**src/rtl/answer_display_pkg.sv**
```systemverilog
// Shared display definitions: active-low hex font (bit0 = a ... bit6 = g),
// blank pattern and the scroller state encoding.
package answer_display_pkg;

    typedef enum logic {
        MANUAL = 1'b0,
        AUTO   = 1'b1
    } state_t;

    localparam logic [6:0] SEG_BLANK = 7'h7F;

    // Packed F..0 so HEX_FONT[n] is the glyph for nibble n.
    localparam logic [15:0][6:0] HEX_FONT = {
        7'h0E, 7'h06, 7'h21, 7'h46, 7'h03, 7'h08, 7'h10, 7'h00,
        7'h78, 7'h02, 7'h12, 7'h19, 7'h30, 7'h24, 7'h79, 7'h40
    };

endpackage

```
**src/rtl/answer_window_scroller_button_conditioner.sv**
```systemverilog
// Raw button -> 2-flop synchronizer -> stable-level debounce -> one-cycle
// pulse on each accepted 0->1 transition.
module button_conditioner #(
    parameter int DEBOUNCE_CYCLES = 250000
) (
    input  logic clk,
    input  logic srst,
    input  logic raw,
    output logic pulse
);

    localparam int CNT_W = $clog2(DEBOUNCE_CYCLES + 1);
    localparam logic [CNT_W-1:0] CNT_LAST = CNT_W'(DEBOUNCE_CYCLES - 1);

    logic             sync1_reg;
    logic             sync2_reg;
    logic             stable_reg;
    logic             pulse_reg;
    logic [CNT_W-1:0] count_reg;

    // The counter only runs while the synchronized level disagrees with the
    // accepted level, so any bounce back restarts the qualification window.
    always_ff @(posedge clk) begin
        if (srst) begin
            sync1_reg  <= 1'b0;
            sync2_reg  <= 1'b0;
            stable_reg <= 1'b0;
            pulse_reg  <= 1'b0;
            count_reg  <= '0;
        end else begin
            sync1_reg <= raw;
            sync2_reg <= sync1_reg;
            pulse_reg <= 1'b0;
            if (sync2_reg == stable_reg) begin
                count_reg <= '0;
            end else if (count_reg == CNT_LAST) begin
                stable_reg <= sync2_reg;
                pulse_reg  <= sync2_reg;
                count_reg  <= '0;
            end else begin
                count_reg <= count_reg + 1'b1;
            end
        end
    end

    assign pulse = pulse_reg;

endmodule

```
**src/rtl/answer_window_scroller.sv**
```systemverilog
// Scrolling WINDOW-digit view of a DIGITS-digit hex answer with manual/auto
// scrolling. Define LEADING_ZERO_BLANK_EN to blank leading zero digits.
module answer_window_scroller
    import answer_display_pkg::*;
#(
    parameter int DIGITS          = 8,
    parameter int WINDOW          = 4,
    parameter int DEBOUNCE_CYCLES = 250000,
    parameter int SCROLL_PERIOD   = 50000000
) (
    input  logic                  IN_clk,
    input  logic                  IN_reset,
    input  logic [4*DIGITS-1:0]   IN_binary_answer,
    input  logic                  IN_answer_valid,
    input  logic                  IN_up_button,
    input  logic                  IN_down_button,
    input  logic                  IN_center_button,
    output logic [7*WINDOW-1:0]   OUT_window_segs,
    output logic [DIGITS-1:0]     OUT_Led_Visualizer,
    output logic                  OUT_auto_mode
);

    localparam int OFF_W = $clog2(DIGITS);
    localparam int SCR_W = $clog2(SCROLL_PERIOD + 1);
    localparam logic [OFF_W-1:0] OFF_MAX = OFF_W'(DIGITS - WINDOW);
    localparam logic [SCR_W-1:0] SCR_TC  = SCR_W'(SCROLL_PERIOD - 1);
    localparam logic [DIGITS-1:0] LED_RESET = DIGITS'((64'd1 << WINDOW) - 64'd1);
`ifdef LEADING_ZERO_BLANK_EN
    localparam logic [6:0] LEAD_RESET = SEG_BLANK;
`else
    localparam logic [6:0] LEAD_RESET = HEX_FONT[0];
`endif

    logic [2:0] raw_buttons;
    logic [2:0] button_events;
    logic       up_ev;
    logic       down_ev;
    logic       center_ev;

    logic [4*DIGITS-1:0] answer_reg;
    state_t              state_reg, state_next;
    logic [OFF_W-1:0]    offset_reg, offset_next;
    logic [SCR_W-1:0]    scroll_reg, scroll_next;
    logic [7*WINDOW-1:0] segs_reg, segs_next;
    logic [DIGITS-1:0]   led_reg, led_next;

    assign raw_buttons = {IN_center_button, IN_down_button, IN_up_button};

    for (genvar gi = 0; gi < 3; gi++) begin : g_btn
        button_conditioner #(
            .DEBOUNCE_CYCLES(DEBOUNCE_CYCLES)
        ) u_btn (
            .clk  (IN_clk),
            .srst (IN_reset),
            .raw  (raw_buttons[gi]),
            .pulse(button_events[gi])
        );
    end

    assign up_ev     = button_events[0];
    assign down_ev   = button_events[1];
    assign center_ev = button_events[2];

    always_ff @(posedge IN_clk) begin
        if (IN_reset) begin
            answer_reg <= '0;
        end else if (IN_answer_valid) begin
            answer_reg <= IN_binary_answer;
        end
    end

    always_ff @(posedge IN_clk) begin
        if (IN_reset) begin
            state_reg  <= MANUAL;
            offset_reg <= '0;
            scroll_reg <= '0;
        end else begin
            state_reg  <= state_next;
            offset_reg <= offset_next;
            scroll_reg <= scroll_next;
        end
    end

    // Priority: center, then a lone up/down step, then the auto tick. Any
    // button event in a cycle suppresses the auto step for that cycle.
    always_comb begin
        state_next  = state_reg;
        offset_next = offset_reg;
        scroll_next = scroll_reg;
        if (center_ev) begin
            state_next  = (state_reg == MANUAL) ? AUTO : MANUAL;
            scroll_next = '0;
        end else if (up_ev && !down_ev) begin
            state_next  = MANUAL;
            scroll_next = '0;
            if (offset_reg != OFF_MAX) begin
                offset_next = offset_reg + 1'b1;
            end
        end else if (down_ev && !up_ev) begin
            state_next  = MANUAL;
            scroll_next = '0;
            if (offset_reg != '0) begin
                offset_next = offset_reg - 1'b1;
            end
        end else if (state_reg == AUTO && !(up_ev && down_ev)) begin
            if (scroll_reg == SCR_TC) begin
                scroll_next = '0;
                offset_next = (offset_reg == OFF_MAX) ? '0 : offset_reg + 1'b1;
            end else begin
                scroll_next = scroll_reg + 1'b1;
            end
        end
    end

    always_comb begin
        OUT_auto_mode = (state_reg == AUTO);
    end

`ifdef LEADING_ZERO_BLANK_EN
    logic [OFF_W-1:0] msd_idx;

    always_comb begin
        msd_idx = '0;
        for (int i = 1; i < DIGITS; i++) begin
            if (answer_reg[4*i +: 4] != 4'h0) begin
                msd_idx = OFF_W'(i);
            end
        end
    end
`endif

    for (genvar gi = 0; gi < WINDOW; gi++) begin : g_slot
        logic [OFF_W-1:0] digit_idx;
        logic [3:0]       nibble;

        assign digit_idx = offset_reg + OFF_W'(gi);
        assign nibble    = answer_reg[4*digit_idx +: 4];
`ifdef LEADING_ZERO_BLANK_EN
        assign segs_next[7*gi +: 7] = (digit_idx > msd_idx) ? SEG_BLANK : HEX_FONT[nibble];
`else
        assign segs_next[7*gi +: 7] = HEX_FONT[nibble];
`endif
    end

    for (genvar gi = 0; gi < DIGITS; gi++) begin : g_led
        assign led_next[gi] = (gi >= int'(offset_reg)) && (gi < int'(offset_reg) + WINDOW);
    end

    always_ff @(posedge IN_clk) begin
        if (IN_reset) begin
            for (int i = 0; i < WINDOW; i++) begin
                segs_reg[7*i +: 7] <= (i == 0) ? HEX_FONT[0] : LEAD_RESET;
            end
            led_reg <= LED_RESET;
        end else begin
            segs_reg <= segs_next;
            led_reg  <= led_next;
        end
    end

    assign OUT_window_segs    = segs_reg;
    assign OUT_Led_Visualizer = led_reg;

endmodule

```
**config.mk**
```make
export PLATFORM = sky130hd
export DESIGN_NAME = answer_window_scroller
export DESIGN_NICKNAME = d
export VERILOG_FILES = /design/src/rtl/answer_display_pkg.sv /design/src/rtl/answer_window_scroller_button_conditioner.sv /design/src/rtl/answer_window_scroller.sv
export SDC_FILE = /design/constraint.sdc
export NUM_CORES = 1
export LEC_CHECK = 0
export CAP_MARGIN = 20
export CORE_MARGIN = 10
export CORE_UTILIZATION = 52
export DETAILED_ROUTE_END_ITERATION = 16
export PLACE_DENSITY = 0.82
export SYNTH_ARGS = -nofsm -noshare
export SYNTH_HDL_FRONTEND = slang
export SYNTH_SLANG_ARGS = --single-unit
```
**constraint.sdc**
```tcl
create_clock -name IN_clk -period 3.2 [get_ports IN_clk]
set_input_delay 0.48 -clock IN_clk [delete_from_list [all_inputs] [get_ports IN_clk]]
set_output_delay 0.48 -clock IN_clk [all_outputs]
set_load 0.03 [all_outputs]
```
# Word-level counts from Yosys, hierarchy flattened
# Memory sizes are Yosys's and may differ from the RTL's. A register that Yosys moved wholly into a read port is not among the register bits.
# Cells that the tools add are included.
op_classes:
  n_addsub: 9
  n_mul: 0
  n_div: 0
  order_cmp: 15
  eq_ne: 11
  shifts: 4
  n_mux: 12
  bitwise_logic: 7
  reduce_logical: 29
ops:
  columns: ["cell", "count"]
  rows:
  - ["$shiftx A32 B6 Y4", 4]
  - ["$lt A4 B32 Y1 const A", 3]
  - ["$lt A3 B32 Y1 const A", 2]
  - ["$add A18 B1 Y18 const B", 3]
  - ["$eq A18 B18 Y1 const B", 3]
  - ["$lt A1 B32 Y1 const A", 1]
  - ["$lt A2 B32 Y1 const A", 1]
  - ["$add A26 B1 Y26 const B", 1]
  - ["$eq A26 B26 Y1 const B", 1]
  - ["$mux W26", 1]
  - ["$mux W3", 7]
  - ["$reduce_or A3 Y1", 6]
  - ["$reduce_bool A3 Y1", 4]
  - ["$logic_and A1 B1 Y1", 11]
  - ["$ge A3 B3 Y1 const A", 3]
  - ["$not A1 Y1", 7]
  - ["$add A3 B2 Y3 const B", 2]
  - ["$ge A1 B3 Y1 const A", 2]
  - ["$ge A2 B3 Y1 const A", 2]
  - ["$reduce_and A2 Y1", 3]
  - ["$reduce_and A5 Y1", 1]
  - ["$add A3 B3 Y4 const B", 1]
  - ["$lt A3 B4 Y1 const A", 1]
  - ["$mux W1", 4]
  - ["other kinds (9)", 13]
word_totals:
  regBits: 136
  latchBits: 0
  mem_bits_rw: 0
  mem_bits_ro: 448
  inputBits: 38
  output_inout_bits: 37
  elab_cells: 111
  mem_count: 4
mem_list:
  columns: ["name", "words", "word_bits", "read_ports", "rd_ports_with_merged_regs", "wr", "line", "text"]
  rows:
  - ["(no name shown)", 16, 7, 1, 1, 0, "answer_window_scroller.sv:141", "assign segs_next[7*gi +: 7] = HEX_FONT[nibble];"]
  - ["(no name shown)", 16, 7, 1, 1, 0, "answer_window_scroller.sv:141", null]
  - ["(no name shown)", 16, 7, 1, 1, 0, "answer_window_scroller.sv:141", null]
  - ["(no name shown)", 16, 7, 1, 1, 0, "answer_window_scroller.sv:141", null]

# Depth between registers and ports, before layout
# Gate-level depths: netlist of the first run.
depth:
  word_depth: 6
  mapped_depth: 13
  ltp_nobuf: 10

# Hierarchy
# A second synthesis of the first run with hierarchy kept.
unflattened:
  cells_unflattened: 882
  area_unflattened_um2: 8394.3
by_module_without_submodules:
  columns: ["mod", "instances", "cells_per_inst", "area_each_um2", "seq_area_each_um2"]
  rows:
  - ["answer_window_scroller", 1, 564, 5496.5, 1961.9]
  - ["button_conditioner", 3, 106, 965.9, 440.4]

# Worst setup path after synthesis of the first run
# Ideal clock, no wire load.
synth_path:
  path_type: "flip-flop to flip-flop"
  startpoint: "register offset_reg[0]"
  endpoint: "register segs_reg[13] (netlist: OUT_window_segs[13])"
  setup_time_ns: 0.122
  t_arrival_ns: 3.105
  required_ns: 3.078
  path_slack_ns: -0.027
  stages_incl_launch_ff: 14
  path_buffers: 4
  synth_period_minus_slack_ns: 3.227
  path_cell_list: "dfxtp_1 -> buf_6 -> buf_6 -> buf_4 -> inv_1 -> ha_1 -> buf_2 -> mux4_2 -> mux2i_1 -> inv_1 -> ha_1 -> inv_1 -> o21ai_0 -> a221o_1"
synth_via:
  elab_chain_cells: 2
synth_rtl:
  columns: ["element", "line", "text"]
  rows:
  - ["from (decl)", "answer_window_scroller.sv:42", "logic [OFF_W-1:0] offset_reg, offset_next;"]
  - ["from (signal assigned)", "answer_window_scroller.sv:79", "offset_reg <= offset_next;"]
  - ["$add A3 B1 Y3", "answer_window_scroller.sv:136", "assign digit_idx = offset_reg + OFF_W'(gi);"]
  - ["$shiftx A32 B6 Y4", "answer_window_scroller.sv:137", "assign nibble = answer_reg[4*digit_idx +: 4];"]
  - ["to (decl)", "answer_window_scroller.sv:44", "logic [7*WINDOW-1:0] segs_reg, segs_next;"]
# Every way passes these cells.
# A chain may end at the register's enable or synchronous reset.

# Worst setup path in the final report of the first run
# Ends and elaborated chain as after synthesis.

==> out/qor.txt, run 1 <==
FINISH
-------------------------------------------------------------------------------------------
FF+latch area                                                                     3280 um^2
Commonest non-fill, non-tap cells in the layout                                163 x dfxtp_1, 156 x nor2_1, 72 x mux2i_1, 72 x clkdlybuf4s50_1, 49 x xnor2_1
Fill cell total of the finished layout                                                 1235
Area growth from synthesis to layout                                                  17.8%
Most common cell after layout, fill and taps aside                                  dfxtp_1
Area of combinational cells with multiple inputs                                  4660 um^2
Final net count                                                                        1016
Total non-filler cell area in the finished layout                                 9720 um^2
Flip-flop count of the largest register, all copies and words added                      54
Fraction of layout cells with a size suffix above 1                                   8.75%

YOSYS
-------------------------------------------------------------------------------------------
Proportion of netlist area held by the largest area contributor                       39.8%
Dominant synthesized flop cell                                                      dfxtp_1
Unique cell type count in the Yosys netlist                                              59
Synthesized instance count                                                              867
Simple logic cell fraction of the synthesized area                                    19.7%
Total of flip-flops plus latches after synthesis                                        164
Biggest area contributors in the synthesized netlist                           dfxtp_1 40%, mux2i_1 8.9%, nor2_1 7.1%
Post-synthesis sequential area ratio                                                  39.8%
Avg Synthesized Cell Area                                                         9.51 um^2
Cell type with the highest aggregate area in the netlist                            dfxtp_1
Mapped cell area                                                                  8250 um^2
Post-synth EDFFs                                                                          0
Fraction of synthesized cell area in xor and xnor cells                               8.18%
Syn Nets                                                                                947
Post-synthesis compound-gate area fraction                                            5.39%
Share of synthesized cell area in full adder, half adder and majority cells           6.37%
Warnings, synthesis                                                                       0
Multiplexer share of the synthesized area                                             16.9%
Async set or reset register ratio after synthesis                                        0%
Dominant combinational cell family by area after synthesis                     simple AND/OR/NAND/NOR gates

POWER AND IR DROP
-------------------------------------------------------------------------------------------
Sum of internal, switching and leakage power                                        4.48 mW
Switching Share                                                                       24.2%
Worst voltage drop across the vdd grid                                           0.000367 V
Power per unit of standard cell area                                            461 nW/um^2
Logic pwr share                                                                        8.9%
Proportion of power drawn by flip-flops and latches                                   47.7%
Leakage                                                                             3.54 nW
Clock power share                                                                     43.4%
Internal Power                                                                      3.39 mW
Switching power summed over all nets                                                1.08 mW

SETUP PATH
-------------------------------------------------------------------------------------------
Critical path's slowest cell                                                         mux4_2
Worst path required time                                                            3.52 ns
Crit-path leading delay family                                                 multiplexers
Kind of capture point of the worst setup path                                      register
Kind of critical path                                                          register to register
Cell type with the highest occurrence count on the critical path                      inv_1
Largest incremental delay on the critical path                                      0.55 ns
Arrival time worst endpoint                                                         3.20 ns
Critical path cell sequence                                                    inv_1, ha_1, mux4_2, mux2i_2, inv_1, ha_1, inv_1, o21ai_0, a221o_1
Buf+Inv Stages, Crit Path                                                                 3
Worst-path fanout max                                                                     7
Kind of launch point of the worst setup path                                       register

CLOCK TREE
-------------------------------------------------------------------------------------------
Total number of H-tree levels                                                             4
TritonCTS clock tree                                                                    yes
Clock net sink count                                                                    164
Post-CTS Setup Repair Bufs                                                                0
Post_cts resized                                                                          0
Maximum clock insertion buffer count                                                      2
CTS buffer count                                                                         17
Source-to-sink clock delay at the later pin of the worst-skew pair                  0.43 ns
Quantity of hold-fixing buffers added after cts                                           0
Clock root cell                                                                   clkbuf_16
Clock-pin slew on the worst setup and hold paths                                    0.07 ns

STA
-------------------------------------------------------------------------------------------
Final Hold Violating Endpoints                                                            0
Worst Max-Slew Pin Slew                                                            0.906 ns
Max Clk Rate                                                                        347 MHz
Clock skew                                                                       0.00886 ns
Min Hold Slack                                                                     0.451 ns
Number of pins with negative max-slew slack in the final report                           0
Headroom to the max-slew limit                                                        39.6%
Unrepaired setup endpoints after global routing                                          no
Number of endpoints failing setup at the final stage                                      0
Setup_tns                                                                              0 ns
Share of the clock period used by the worst path                                      90.0%
Final critical-path required period                                                 2.88 ns

PLACEMENT
-------------------------------------------------------------------------------------------
Sum of net half-perimeters after detailed placement                                12700 um
I/O Buffers                                                                              74
Placement-stage cell area                                                         9150 um^2
Final GP Congestion                                                                   0.930

GLOBAL ROUTE
-------------------------------------------------------------------------------------------
Global-route wire length before repair                                             30000 um
Number of global-route vias before repair                                              6198
Total congestion overflow after global routing                                            0
Global Route Usage Sum                                                                16.6%
Maximum number of pins on one net before global-route repair                             42
Initial antenna violation count                                                           0

JOB
-------------------------------------------------------------------------------------------
Count of max-cap constraint violations                                                    0

ROUTING
-------------------------------------------------------------------------------------------
Antenna violation net count after detailed routing                                        0
Total DRC errors in the routed layout                                                     0
Average via count per standard cell                                                    5.46
Detailed Routing Iterations Pass 1                                                        5
Aggregate routed wire length                                                       17700 um
Mean routed wirelength per cell                                                     15.2 um
Number of design-rule violations left by the first detailed-router iteration            460
Count of vias placed by the detailed router                                            6334

DIE
-------------------------------------------------------------------------------------------
Io pins                                                                                  75
Floorplan core area                                                              15400 um^2
Die Outline Area                                                                 21300 um^2
Chip width                                                                           146 um
Row Count                                                                                45
Height of the die                                                                    146 um
Initial cell density of the core                                                      53.6%

RUN STATUS
-------------------------------------------------------------------------------------------
Result of the run                                                                 completed

MIN PATH
-------------------------------------------------------------------------------------------
Hold/Removal Path Class                                                        register to register

per-layer routing:
| metal | wire [um] | part of all wire, % | global-route usage (%) | vias up |
|---|---|---|---|---|
| li1 | - | - | - | 3167 |
| met1 | 8070 | 46 | 20.5 | 2982 |
| met2 | 8460 | 48 | 27.5 | 160 |
| met3 | 821 | 4.6 | 4.50 | 25 |
| met4 | 308 | 1.7 | 5.36 | 0 |
| met5 | 0 | 0 | 0 | - |
power by group through the flow:
stage | clock [mW] | combinational, mW | sequential (mW)
floorplan | 0 | 0.215 | 2.21
global placement | 0 | 0.388 | 2.18
detailed placement | 0 | 0.395 | 2.18
CTS | 1.97 | 0.399 | 2.13
global route | 2.06 | 0.433 | 2.14
finish | 1.94 | 0.398 | 2.13
kinds of logic after synthesis:
kind of cell / count (synthesis)
and+or+nand+nor: 341
muxes: 110
DFF: 164
xor gates and xnor gates: 77
buffers and inverters: 67
adders and majority gates: 42
AOI/OAI and AO/OA: 66
cells in the mapped netlist (10+ instances only):
cell / number
dfxtp_1: 164
nor2_1: 156
mux2i_1: 73
xnor2_1: 49
nand2_1: 43
ha_1: 42
nand3_1: 31
inv_1: 29
xor2_1: 28
mux4_2: 21
nand4_1: 19
nor3_1: 18
a21oi_1: 16
nor2b_1: 16
clkbuf_1: 14
o21ai_0: 14
nor4_1: 11
mux2_2: 10
path summary, 6_finish.rpt:
check	start	end	slack, ns	cells after the start
hold reg to reg	g_btn[2].u_btn.sync1_reg$_SDFF_PP0_	g_btn[2].u_btn.sync2_reg$_SDFF_PP0_	0.45	1
setup reg to reg	offset_reg[0]$_SDFFE_PP0P_	OUT_window_segs[13]$_SDFF_PP1_	0.32	9
hold / removal	g_btn[2].u_btn.sync1_reg$_SDFF_PP0_	g_btn[2].u_btn.sync2_reg$_SDFF_PP0_	0.45	1
setup / recovery	offset_reg[0]$_SDFFE_PP0P_	OUT_window_segs[13]$_SDFF_PP1_	0.32	9
cell type report:
type,count,area share [%]
diodes,1,0.0258
clock buffers,21,4.74
clock inverters,11,1.07
inverters,31,1.20
multi-input cells,636,48.0
flip-flops and latches,164,33.8
well taps,211,2.72
repair buffers,86,8.45
stage by stage:
stage	setup WS, ns	cells	util [%]
2_1_floorplan	0.0449	867	-
3_3_place_gp	0.411	1128	59.5
3_5_place_dp	0.349	1128	59.5
4_1_cts	0.335	1160	63.2
5_1_grt	0.111	1160	63.2
6_report	0.320	1161	63.2
Power figures use the tool's default switching activity.
==> run 2, diff against run 1 <==
CELL_PAD_IN_SITES_DETAIL_PLACEMENT = 1   (was unset)
CELL_PAD_IN_SITES_GLOBAL_PLACEMENT = 1   (was unset)
CORE_ASPECT_RATIO = 1.2   (was unset)
CORE_UTILIZATION = 41   (was 52)
PLACE_DENSITY = 0.83   (was 0.82)
==> run 2 against run 1 <==
Net effect: worst setup slack got worse by 0.073 ns; core utilization decreased by 13 points; critical path type unchanged; via count increased by 2.2%; sequential power about the same; highest routed layer unchanged; critical endpoint unchanged; clock power increased by 18%; combinational power increased by 2%; sequential share of layout area decreased by 0.55 points.
==> out/qor.txt, run 2 (synthesis results as in run 1) <==
POWER AND IR DROP
-------------------------------------------------------------------------------------------
Leakage                                                                             3.60 nW   +1.6%
Switching Share                                                                       23.1%   -1.1 points
Proportion of power drawn by flip-flops and latches                                   44.2%   -3.5 points
Clock power share                                                                     47.4%   +4.0 points
Switching power summed over all nets                                                1.12 mW   +3.2%
Worst voltage drop across the vdd grid                                           0.000375 V   +2.4%
Logic pwr share                                                                        8.4%   -0.5 points
Internal Power                                                                      3.71 mW   +9.5%
Sum of internal, switching and leakage power                                        4.83 mW   +8.0%
Power per unit of standard cell area                                            489 nW/um^2   +6.2%

CLOCK TREE
-------------------------------------------------------------------------------------------
Clock net sink count                                                                    164   unchanged
Post_cts resized                                                                          0   unchanged
Total number of H-tree levels                                                             4   unchanged
Source-to-sink clock delay at the later pin of the worst-skew pair                  0.43 ns   about the same
Post-CTS Setup Repair Bufs                                                                0   unchanged
TritonCTS clock tree                                                                    yes
Clock root cell                                                                   clkbuf_16
Quantity of hold-fixing buffers added after cts                                           0   unchanged
Maximum clock insertion buffer count                                                      2   unchanged
Clock-pin slew on the worst setup and hold paths                                    0.06 ns   about the same
CTS buffer count                                                                         17   unchanged

DIE
-------------------------------------------------------------------------------------------
Height of the die                                                                    175 um   +20%
Die Outline Area                                                                 26200 um^2   +23%
Initial cell density of the core                                                      41.9%   -12 points
Io pins                                                                                  75   unchanged
Chip width                                                                           149 um   +2.4%
Floorplan core area                                                              19700 um^2   +28%
Row Count                                                                                56   +24%

ROUTING
-------------------------------------------------------------------------------------------
Antenna violation net count after detailed routing                                        0   unchanged
Mean routed wirelength per cell                                                     17.5 um   +15%
Detailed Routing Iterations Pass 1                                                        4   -1
Number of design-rule violations left by the first detailed-router iteration            347   -25%
Aggregate routed wire length                                                       21200 um   +20%
Average via count per standard cell                                                    5.35   -2.0%
Total DRC errors in the routed layout                                                     0   unchanged
Count of vias placed by the detailed router                                            6476   +2.2%

FINISH
-------------------------------------------------------------------------------------------
Non-filler instance count after layout                                                 1211   +4.3%
Commonest non-fill, non-tap cells in the layout                                163 x dfxtp_1, 156 x nor2_1, 72 x mux2i_1, 72 x clkdlybuf4s50_1, 49 x xnor2_1
Most common cell after layout, fill and taps aside                                  dfxtp_1
Final net count                                                                        1017   +0.098%
Total non-filler cell area in the finished layout                                 9880 um^2   +1.7%
Area growth from synthesis to layout                                                  19.8%
Flip-flop count of the largest register, all copies and words added                      54   unchanged
Fraction of layout cells with a size suffix above 1                                   8.84%   +0.096 points
Fill cell total of the finished layout                                                 2206   +79%
Antenna Cells                                                                             0   -1

GLOBAL ROUTE
-------------------------------------------------------------------------------------------
Global Route Usage Sum                                                                16.2%   -0.44 points
Global-route wire length before repair                                             34800 um   +16%
Total congestion overflow after global routing                                            0   unchanged
Initial antenna violation count                                                           0   unchanged
Number of global-route vias before repair                                              6887   +11%
Maximum number of pins on one net before global-route repair                             45   +7.1%

SETUP PATH
-------------------------------------------------------------------------------------------
Origin of the worst setup path                                                 offset_reg[1]$_SDFFE_PP0P_
Arrival time worst endpoint                                                         3.26 ns   +0.06 ns
Source of the worst register-to-register timing path                           offset_reg[1]$_SDFFE_PP0P_
Worst-path fanout max                                                                     7   unchanged
Worst path required time                                                            3.51 ns   about the same
Kind of capture point of the worst setup path                                      register
Kind of launch point of the worst setup path                                       register
Kind of critical path                                                          register to register

STA
-------------------------------------------------------------------------------------------
Number of endpoints failing setup at the final stage                                      0   unchanged
Number of pins with negative max-slew slack in the final report                           0   unchanged
Final critical-path required period                                                 2.95 ns   +0.0733 ns
Clock skew                                                                       0.00936 ns   +0.000495 ns
Max Clk Rate                                                                        339 MHz   -2.5%
Share of the clock period used by the worst path                                      92.3%   +2.3 points
Setup_tns                                                                              0 ns   unchanged
Setup ws final                                                                     0.246 ns   -0.0733 ns
Worst Max-Slew Pin Slew                                                            0.924 ns   +0.0175 ns
Unrepaired setup endpoints after global routing                                          no
Final Hold Violating Endpoints                                                            0   unchanged
Headroom to the max-slew limit                                                        38.4%   -1.2 points

PLACEMENT
-------------------------------------------------------------------------------------------
I/O Buffers                                                                              74   unchanged
Placement-stage cell area                                                         9220 um^2   +0.77%
Final GP Congestion                                                                   0.836   -10%
Number of instances in the placed design                                               1179   +4.5%
Worst-case setup slack after placement                                             0.284 ns   -0.0650 ns
Sum of net half-perimeters after detailed placement                                15200 um   +20%

RUN STATUS
-------------------------------------------------------------------------------------------
Result of the run                                                                 completed

MIN PATH
-------------------------------------------------------------------------------------------
Hold wc startpoint                                                             g_btn[0].u_btn.sync1_reg$_SDFF_PP0_
Hold/Removal Path Class                                                        register to register

JOB
-------------------------------------------------------------------------------------------
Count of max-cap constraint violations                                                    0   unchanged

==> run 2: cell types whose count changed in the layout (fill, tap and decap cells not counted) <==
cell,delta
clkinv_2,-1
clkinv_4,-2
inv_8,+1
buf_4,+1
diode_2,-1
bufinv_16,+4
clkinvlp_4,-2
==> run 2: through the flow <==
step | utilization (%) | hold WS [ns]
global placement | 46.8 | 0.424
global route | 50.2 | 0.461
CTS | 50.2 | 0.453
finish | 50.2 | 0.447
floorplan | - | 0.414
detailed placement | 46.8 | 0.432
==> run 2: metal layers <==
| layer | vias to the layer above | track usage [%] | share of wire [%] |
|---|---|---|---|
| met3 | 25 | 3.55 | 3.5 |
| met4 | 0 | 5.20 | 1.7 |
| li1 | 3154 | - | - |
| met5 | - | 0 | 0 |
| met2 | 113 | 29.6 | 53 |
| met1 | 3184 | 17.9 | 41 |
==> run 2: layout make-up <==
type                    count  area, um^2  area share (%)
multi-input cells         636        4660            47.2
flip-flops and latches    164        3280            33.2
clock buffers              21         460            4.66
inverters                  31         116            1.18
clock inverters            11         198            2.00
well taps                 261         327            3.31
repair buffers             87         828            8.39
==> run 2: power by group through the flow <==
stage	combinational, mW	sequential [mW]	clock [mW]
after detailed placement	0.405	2.18	0
after global placement	0.395	2.18	0
after floorplan	0.215	2.21	0
final	0.407	2.14	2.29
after CTS	0.411	2.14	2.33
after global routing	0.444	2.14	2.42
==> run 2: worst paths after layout <==
kind / endpoint / slack [ns] / cells past startpoint
worst max-delay path: OUT_window_segs[13]$_SDFF_PP1_ / 0.25 / 9
worst min-delay path: g_btn[0].u_btn.sync2_reg$_SDFF_PP0_ / 0.45 / 1
worst max register to register: OUT_window_segs[13]$_SDFF_PP1_ / 0.25 / 9
worst min register to register: g_btn[0].u_btn.sync2_reg$_SDFF_PP0_ / 0.45 / 1
==> run 2: critical path: stages (launching register included) <==
cell     delay [ns]
dfxtp_1        0.47
inv_1          0.11
ha_1           0.49
mux4_2         0.56
mux2i_2        0.34
inv_1          0.14
ha_1           0.25
inv_1          0.10
o21ai_0        0.09
a221o_1        0.29
